`src/rtl/rsa_pkg.sv`:
```
// Shared constants and types for the RSA operand fetch path.
package rsa_pkg;

    localparam int unsigned WORD_W     = 32;
    localparam int unsigned ADDR_W     = 8;
    localparam int unsigned NWORDS     = 64;
    localparam int unsigned IDX_W      = 6;
    localparam int unsigned BASE_B     = 0;
    localparam int unsigned BASE_E     = 64;
    localparam int unsigned BASE_N     = 128;
    localparam int unsigned FIFO_DEPTH = 2;

    typedef enum logic [1:0] {
        SEL_B = 2'd0,
        SEL_E = 2'd1,
        SEL_N = 2'd2
    } sel_e;

    typedef enum logic [1:0] {
        IDLE,
        RUN,
        DRAIN,
        DONE
    } state_e;

    // Region order is B -> E -> N; N is terminal.
    function automatic sel_e next_sel(input sel_e sel);
        return (sel == SEL_B) ? SEL_E : SEL_N;
    endfunction

endpackage

```
`src/rtl/rsa_operand_fetch_if.sv`:
```
// SRAM read port and tagged operand stream between the fetcher and its neighbours.
interface rsa_operand_fetch_if #(
    parameter int unsigned WORD_W = rsa_pkg::WORD_W,
    parameter int unsigned ADDR_W = rsa_pkg::ADDR_W
);

    logic              sram_en;
    logic [ADDR_W-1:0] sram_addr;
    logic [WORD_W-1:0] sram_data;

    logic              out_valid;
    logic              out_ready;
    logic [WORD_W-1:0] out_data;
    logic [1:0]        out_sel;
    logic [rsa_pkg::IDX_W-1:0] out_idx;
    logic              out_last;

    modport master (
        output sram_en,
        output sram_addr,
        input  sram_data,
        output out_valid,
        input  out_ready,
        output out_data,
        output out_sel,
        output out_idx,
        output out_last
    );

    modport slave (
        input  sram_en,
        input  sram_addr,
        output sram_data,
        input  out_valid,
        output out_ready,
        input  out_data,
        input  out_sel,
        input  out_idx,
        input  out_last
    );

endinterface

```
`src/rtl/rsa_fetch_fifo.sv`:
```
// Small synchronous FIFO holding tagged operand words between SRAM capture and the consumer.
module rsa_fetch_fifo #(
    parameter int unsigned WIDTH = 41,
    parameter int unsigned DEPTH = 2,
    localparam int unsigned CNT_W = $clog2(DEPTH + 1),
    localparam int unsigned PTR_W = (DEPTH > 1) ? $clog2(DEPTH) : 1
) (
    input  logic             clk,
    input  logic             rst,
    input  logic             push,
    input  logic             pop,
    input  logic [WIDTH-1:0] din,
    output logic [WIDTH-1:0] dout,
    output logic             full,
    output logic             empty,
    output logic [CNT_W-1:0] count
);

    logic [WIDTH-1:0] mem [DEPTH];
    logic [PTR_W-1:0] wr_ptr;
    logic [PTR_W-1:0] rd_ptr;
    logic             do_push;
    logic             do_pop;

    function automatic logic [PTR_W-1:0] bump(input logic [PTR_W-1:0] p);
        return (p == PTR_W'(DEPTH - 1)) ? '0 : p + PTR_W'(1);
    endfunction

    assign empty   = (count == '0);
    assign full    = (count == CNT_W'(DEPTH));
    assign do_pop  = pop && !empty;
    // A push into a full FIFO is accepted when the head leaves in the same cycle.
    assign do_push = push && (!full || do_pop);
    assign dout    = mem[rd_ptr];

    always_ff @(posedge clk or posedge rst) begin
        if (rst) begin
            for (int unsigned i = 0; i < DEPTH; i++) begin
                mem[i] <= '0;
            end
            wr_ptr <= '0;
            rd_ptr <= '0;
            count  <= '0;
        end else begin
            if (do_push) begin
                mem[wr_ptr] <= din;
                wr_ptr      <= bump(wr_ptr);
            end
            if (do_pop) begin
                rd_ptr <= bump(rd_ptr);
            end
            case ({do_push, do_pop})
                2'b10:   count <= count + CNT_W'(1);
                2'b01:   count <= count - CNT_W'(1);
                default: count <= count;
            endcase
        end
    end

endmodule

```
`src/rtl/rsa_operand_fetch.sv`:
```
// Walks the B, E and N regions of the operand SRAM and streams each word, tagged
// with region and index, to the modexp core over valid/ready.
module rsa_operand_fetch #(
    parameter int unsigned WORD_W     = rsa_pkg::WORD_W,
    parameter int unsigned ADDR_W     = rsa_pkg::ADDR_W,
    parameter int unsigned NWORDS     = rsa_pkg::NWORDS,
    parameter int unsigned BASE_B     = rsa_pkg::BASE_B,
    parameter int unsigned BASE_E     = rsa_pkg::BASE_E,
    parameter int unsigned BASE_N     = rsa_pkg::BASE_N,
    parameter int unsigned FIFO_DEPTH = rsa_pkg::FIFO_DEPTH
) (
    input  logic                clk,
    input  logic                rst,
    input  logic                start,
    output logic                busy,
    output logic                done,
    rsa_operand_fetch_if.master bus
);

    import rsa_pkg::*;

    localparam int unsigned CNT_W = $clog2(FIFO_DEPTH + 1);
    localparam int unsigned SEL_W = $bits(sel_e);
    localparam int unsigned FW    = WORD_W + SEL_W + IDX_W + 1;

    localparam logic [IDX_W-1:0] IDX_LAST = IDX_W'(NWORDS - 1);
    localparam logic [CNT_W:0]   ROOM     = (CNT_W + 1)'(FIFO_DEPTH);

    state_e            state;
    state_e            state_nx;

    logic [ADDR_W-1:0] addr_q;
    sel_e              sel_q;
    logic [IDX_W-1:0]  idx_q;

    logic              inflight;
    sel_e              inf_sel;
    logic [IDX_W-1:0]  inf_idx;

    logic              issue;
    logic              last_issue;
    logic              pop;
    logic [CNT_W:0]    occupancy;

    logic [FW-1:0]     fifo_din;
    logic [FW-1:0]     fifo_dout;
    logic              fifo_full;
    logic              fifo_empty;
    logic [CNT_W-1:0]  fifo_count;
    logic [SEL_W-1:0]  head_sel;

    // Slots already claimed after this cycle's handshake; a read is only issued
    // when its word is guaranteed a FIFO entry two edges later.
    assign pop        = !fifo_empty && bus.out_ready;
    assign occupancy  = {1'b0, fifo_count} + {{CNT_W{1'b0}}, inflight}
                        - {{CNT_W{1'b0}}, pop};
    assign issue      = (state == RUN) && (occupancy < ROOM);
    assign last_issue = issue && (sel_q == SEL_N) && (idx_q == IDX_LAST);

    assign busy          = (state != IDLE);
    assign done          = (state == DONE);
    assign bus.sram_en   = issue;
    assign bus.sram_addr = addr_q;

    always_comb begin
        state_nx = state;
        case (state)
            IDLE:    if (start) state_nx = RUN;
            RUN:     if (last_issue) state_nx = DRAIN;
            DRAIN:   if (occupancy == '0) state_nx = DONE;
            DONE:    state_nx = IDLE;
            default: state_nx = IDLE;
        endcase
    end

    always_ff @(posedge clk or posedge rst) begin
        if (rst) begin
            state <= IDLE;
        end else begin
            state <= state_nx;
        end
    end

    always_ff @(posedge clk or posedge rst) begin
        if (rst) begin
            addr_q <= '0;
            sel_q  <= SEL_B;
            idx_q  <= '0;
        end else if (state == IDLE && start) begin
            addr_q <= ADDR_W'(BASE_B);
            sel_q  <= SEL_B;
            idx_q  <= '0;
        end else if (issue) begin
            if (idx_q == IDX_LAST) begin
                idx_q  <= '0;
                sel_q  <= next_sel(sel_q);
                addr_q <= (sel_q == SEL_B) ? ADDR_W'(BASE_E)
                        : (sel_q == SEL_E) ? ADDR_W'(BASE_N)
                        : addr_q + ADDR_W'(1);
            end else begin
                idx_q  <= idx_q + IDX_W'(1);
                addr_q <= addr_q + ADDR_W'(1);
            end
        end
    end

    // The tag follows the read for the one cycle the SRAM needs to return data.
    always_ff @(posedge clk or posedge rst) begin
        if (rst) begin
            inflight <= 1'b0;
            inf_sel  <= SEL_B;
            inf_idx  <= '0;
        end else begin
            inflight <= issue;
            if (issue) begin
                inf_sel <= sel_q;
                inf_idx <= idx_q;
            end
        end
    end

    assign fifo_din = {bus.sram_data, inf_sel, inf_idx, (inf_idx == IDX_LAST)};

    rsa_fetch_fifo #(
        .WIDTH (FW),
        .DEPTH (FIFO_DEPTH)
    ) u_fifo (
        .clk   (clk),
        .rst   (rst),
        .push  (inflight),
        .pop   (pop),
        .din   (fifo_din),
        .dout  (fifo_dout),
        .full  (fifo_full),
        .empty (fifo_empty),
        .count (fifo_count)
    );

    assign bus.out_valid = !fifo_empty;
    assign {bus.out_data, head_sel, bus.out_idx, bus.out_last} = fifo_dout;
    assign bus.out_sel   = head_sel;

    no_overflow_a: assert property (@(posedge clk) disable iff (rst)
        !(inflight && fifo_full && !pop));

endmodule

```
`src/flat_wrapper.sv`:
```
// flat-port wrapper written by rule: the top's interface ports become plain ports
module rsa_operand_fetch_flat import rsa_pkg::*;
#(
    parameter int unsigned WORD_W     = rsa_pkg::WORD_W,
    parameter int unsigned ADDR_W     = rsa_pkg::ADDR_W,
    parameter int unsigned NWORDS     = rsa_pkg::NWORDS,
    parameter int unsigned BASE_B     = rsa_pkg::BASE_B,
    parameter int unsigned BASE_E     = rsa_pkg::BASE_E,
    parameter int unsigned BASE_N     = rsa_pkg::BASE_N,
    parameter int unsigned FIFO_DEPTH = rsa_pkg::FIFO_DEPTH
)
  (clk, rst, start, busy, done, bus_sram_en, bus_sram_addr, bus_sram_data, bus_out_valid, bus_out_ready, bus_out_data, bus_out_sel, bus_out_idx, bus_out_last);
  rsa_operand_fetch_if #(.WORD_W(WORD_W), .ADDR_W(ADDR_W)) bus_i ();
  input  logic clk;
  input  logic rst;
  input  logic start;
  output logic busy;
  output logic done;
  output wire logic [$bits(bus_i.sram_en)-1:0] bus_sram_en;
  output wire logic [$bits(bus_i.sram_addr)-1:0] bus_sram_addr;
  input wire logic [$bits(bus_i.sram_data)-1:0] bus_sram_data;
  output wire logic [$bits(bus_i.out_valid)-1:0] bus_out_valid;
  input wire logic [$bits(bus_i.out_ready)-1:0] bus_out_ready;
  output wire logic [$bits(bus_i.out_data)-1:0] bus_out_data;
  output wire logic [$bits(bus_i.out_sel)-1:0] bus_out_sel;
  output wire logic [$bits(bus_i.out_idx)-1:0] bus_out_idx;
  output wire logic [$bits(bus_i.out_last)-1:0] bus_out_last;
  assign bus_sram_en = bus_i.sram_en;
  assign bus_sram_addr = bus_i.sram_addr;
  assign bus_i.sram_data = bus_sram_data;
  assign bus_out_valid = bus_i.out_valid;
  assign bus_i.out_ready = bus_out_ready;
  assign bus_out_data = bus_i.out_data;
  assign bus_out_sel = bus_i.out_sel;
  assign bus_out_idx = bus_i.out_idx;
  assign bus_out_last = bus_i.out_last;
  rsa_operand_fetch #(.WORD_W(WORD_W), .ADDR_W(ADDR_W), .NWORDS(NWORDS), .BASE_B(BASE_B), .BASE_E(BASE_E), .BASE_N(BASE_N), .FIFO_DEPTH(FIFO_DEPTH)) u_core (.clk(clk), .rst(rst), .start(start), .busy(busy), .done(done), .bus(bus_i));
endmodule
```
`config.mk`:
```
export PLATFORM = sky130hd
export DESIGN_NAME = rsa_operand_fetch_flat
export DESIGN_NICKNAME = d
export VERILOG_FILES = /design/src/rtl/rsa_pkg.sv /design/src/rtl/rsa_operand_fetch_if.sv /design/src/rtl/rsa_fetch_fifo.sv /design/src/rtl/rsa_operand_fetch.sv /design/src/flat_wrapper.sv
export SDC_FILE = /design/constraint.sdc
export NUM_CORES = 1
export LEC_CHECK = 0
export ABC_AREA = 1
export ABC_CLOCK_PERIOD_IN_PS = 3860
export CAP_MARGIN = 20
export CORE_ASPECT_RATIO = 0.75
export CORE_MARGIN = 1.5
export CORE_UTILIZATION = 31
export DETAILED_ROUTE_END_ITERATION = 8
export GPL_TIMING_DRIVEN = 0
export SLEW_MARGIN = 20
export SYNTH_ARGS = -nofsm -noshare
export SYNTH_HDL_FRONTEND = slang
export SYNTH_SLANG_ARGS = --single-unit
```
`constraint.sdc`:
```
create_clock -name clk -period 3.86 [get_ports clk]
set_input_delay 0.772 -clock clk [delete_from_list [all_inputs] [get_ports clk]]
set_output_delay 0.772 -clock clk [all_outputs]
set_load 0.005 [all_outputs]
```
==> impl_metrics.ini <==
[clock_tree]
clock_path_buffers = 2
cts_root_buf = clkbuf_16
clock_latency_ns = 0.41
clkSinkCount = 113
htreeDepth = 4
cts_buffers = 17
tritoncts = yes
cts.clk_slew.worst_paths_ns = 0.05

[routing]
drtIter0Drc = 187
drc = 0
via_per_inst = 4.63
routed_wl_um = 12900
wire_per_inst_um = 14.4
vias = 4150
first_pass_iters = 5
antenna_left = 0

[timing]
slew_headroom_pct = 59.9
tightest_slew_ns = 0.601
setup_viol = 0
fin_hold_ws_ns = 0.474
final.period_utilization_pct = 96.4
rsz0062_at_grt = no
hold_viol = 0
min_period_ns = 3.72
fmaxAchievable_ghz = 0.269
clock_skew_ns = 0.00890
slew_viol_final = 0

[finish]
syn_to_final_growth_pct = 34.1
drive_gt1_share_pct = 22.0
diodes = 0
final_nets = 717
final_cells = 897

[synth]
synth-main-ff-cell = dfrtp_1
synth_fa_ha_area_share_pct = 2.70
syn_area_um2 = 5380
synth.ff_latch_count = 113
synth_largest_area_cell = dfrtp_1
synth_compound_area_share_pct = 12.0
muxShareOfSynthArea_pct = 8.76
async_reset_ff_share_pct = 100
ys.warnings.count = 0
synth_most_common_cell = nand2_1
yosysTopAreaCellShare_pct = 52.5
syn_avg_cell_area_um2 = 9.63
synth_fp_nets = 606
netlist_top_cells_area = dfrtp_1 (53%), mux2_2 (8.6%), nand2_1 (8.5%)
synth_edf_count = 0
synth_top_family_by_area = simple AND/OR/NAND/NOR gates
synth-seq-area-share_pct = 52.5
yosys.area_share.simple_pct = 15.1
synth_cell_type_count = 26
netlist_top_cells_count = nand2_1 (122), dfrtp_1 (113), inv_1 (71)
syn_inst = 559
synth_xor_area_share_pct = 0.814

[critical_path]
critPathRequiredTime_ns = 3.09
r2r-start = u_core.u_fifo.count[1]
path_cells = clkdlybuf4s50_1 -> nand2_4 -> inv_1 -> ha_1 -> inv_1 -> ha_1 -> inv_1 -> fa_1 -> nand2_1 -> nor2_2 -> nand2_2 -> inv_4 -> clkdlybuf4s15_1
end_kind = primary output
worstSetupStartpoint = bus_out_ready
crit_end = bus_sram_en
r2r-end = u_core.idx_q[5]
reg2reg_slack_ns = 0.92
slowest_stage = fa_1
r2r_cells = 16
critPathLaunchType = primary input
max_stage_delay_ns = 0.53
arrival_ns = 2.95
cp_max_fo = 3
crit_top_cell = inv_1
crit_type = primary input to primary output

[grt]
grtUsageTotal_pct = 15.1
overflow = 0
grt_pass1_vias = 4229
antenna_found_initial = 0
grt_pass1_wl_um = 21300
grt_max_degree = 70

[pwr]
p_leak_nw = 3.41
ir_worst_vdd_mv = 0.320
power.density_nw_per_um2 = 832

[floorplanning]
die_x_um = 155
rows = 41
die_area_um2 = 18200
start_util_pct = 31.8
ios = 89
die_h_um = 117
core_area_um2 = 16900

[place]
place_inst = 863
numPortBuffers = 88
gp_congestion = 0.834
dpl.hpwl_um = 8780

[min_path]
min_path_type = flop to flop
whs_path_depth = 2

[flow_run]
cap_violations = 0

[run_status]
status = completed
==> layer usage <==
metal	vias up	GRT usage [%]	share of wire (%)
li1	2010	-	-
met1	2020	19.8	48
met2	99	24.6	46
met3	21	4.23	4.8
met4	0	4.62	1.1
met5	-	0	0
==> logic make-up after synthesis <==
family / after synthesis
flops: 113
simple gates: 186
xor+xnor: 5
mux: 42
buf+inv: 97
compound gates: 105
fa+ha+maj: 11
==> layout make-up <==
type	count	area [um2]
buffer	24	163
clock buffer	20	437
clock inverter	11	188
fill	1626	9710
inverter	73	282
multi-input combinational	349	2120
sequential	113	2830
tap	215	269
timing repair buffer	92	931
==> worst max-delay path: cells and delay by family <==
kind                       cells  cell delay [ns]
buffers and inverters          6             0.93
adders and majority gates      3             0.89
and+or+nand+nor                4             0.34
==> placed cells by master (no fill, tap or decap), types with 14 or more instances in the layout <==
cell type / count
nand2_1: 122
dfrtp_1: 113
clkdlybuf4s50_1: 87
inv_1: 69
o21ai_0: 56
mux2_2: 41
o21ai_2: 32
nand2_2: 23
nand3_1: 18
clkbuf_16: 17
clkbuf_1: 14
==> how the worst min path moves through the flow <==
stage,start,endpoint,slack (ns)
CTS,u_core.u_fifo.mem[81],u_core.u_fifo.mem[81],0.48
detailed placement,u_core.u_fifo.mem[81],u_core.u_fifo.mem[81],0.47
finish,u_core.u_fifo.mem[81],u_core.u_fifo.mem[81],0.47
global placement,u_core.u_fifo.mem[79],u_core.u_fifo.mem[79],0.46
global route,u_core.u_fifo.mem[69],u_core.u_fifo.mem[69],0.50
floorplan,u_core.u_fifo.mem[0],u_core.u_fifo.mem[0],0.45
==> per-stage QoR <==
step,setup TNS (ns),setup WS (ns),util [%],cell area [um2],total power [W]
2_1_floorplan,0,0.101,-,5380,0.00332
3_3_place_gp,-168.88,-1.50,38.6,6530,0.00425
3_5_place_dp,-0.531,-0.531,38.8,6570,0.00433
4_1_cts,0,0.0158,42.6,7210,0.00607
5_1_grt,0,0.00737,42.6,7220,0.00642
6_report,0,0.137,42.6,7220,0.00601
==> registers in the layout, indices dropped and copies added (netlist names) <==
| register | flops |
|---|---|
| u_core.u_fifo.mem | 82 |
| u_core.bus.sram_addr | 8 |
| u_core.idx_q | 6 |
| u_core.inf_idx | 6 |
| u_core.inf_sel | 2 |
| u_core.sel_q | 2 |
| u_core.state | 2 |
| u_core.u_fifo.count | 2 |
| u_core.inflight | 1 |
| u_core.u_fifo.rd_ptr | 1 |
| u_core.u_fifo.wr_ptr | 1 |
==> what timing repair did <==
action                                  in CTS  in global routing
buffers inserted                             2                  1
hold buffers                                 0                  0
endpoints found under the setup margin       1                  1
gates resized for setup                      4                  1
pin swaps                                    3                  1
==> power breakdown <==
group	internal [W]	switching [W]	total, W
clock	0.00114	0.000545	0.00168
sequential	0.00163	0.000274	0.00191
combinational	0.00126	0.00116	0.00242
Power figures use the tool's default switching activity.
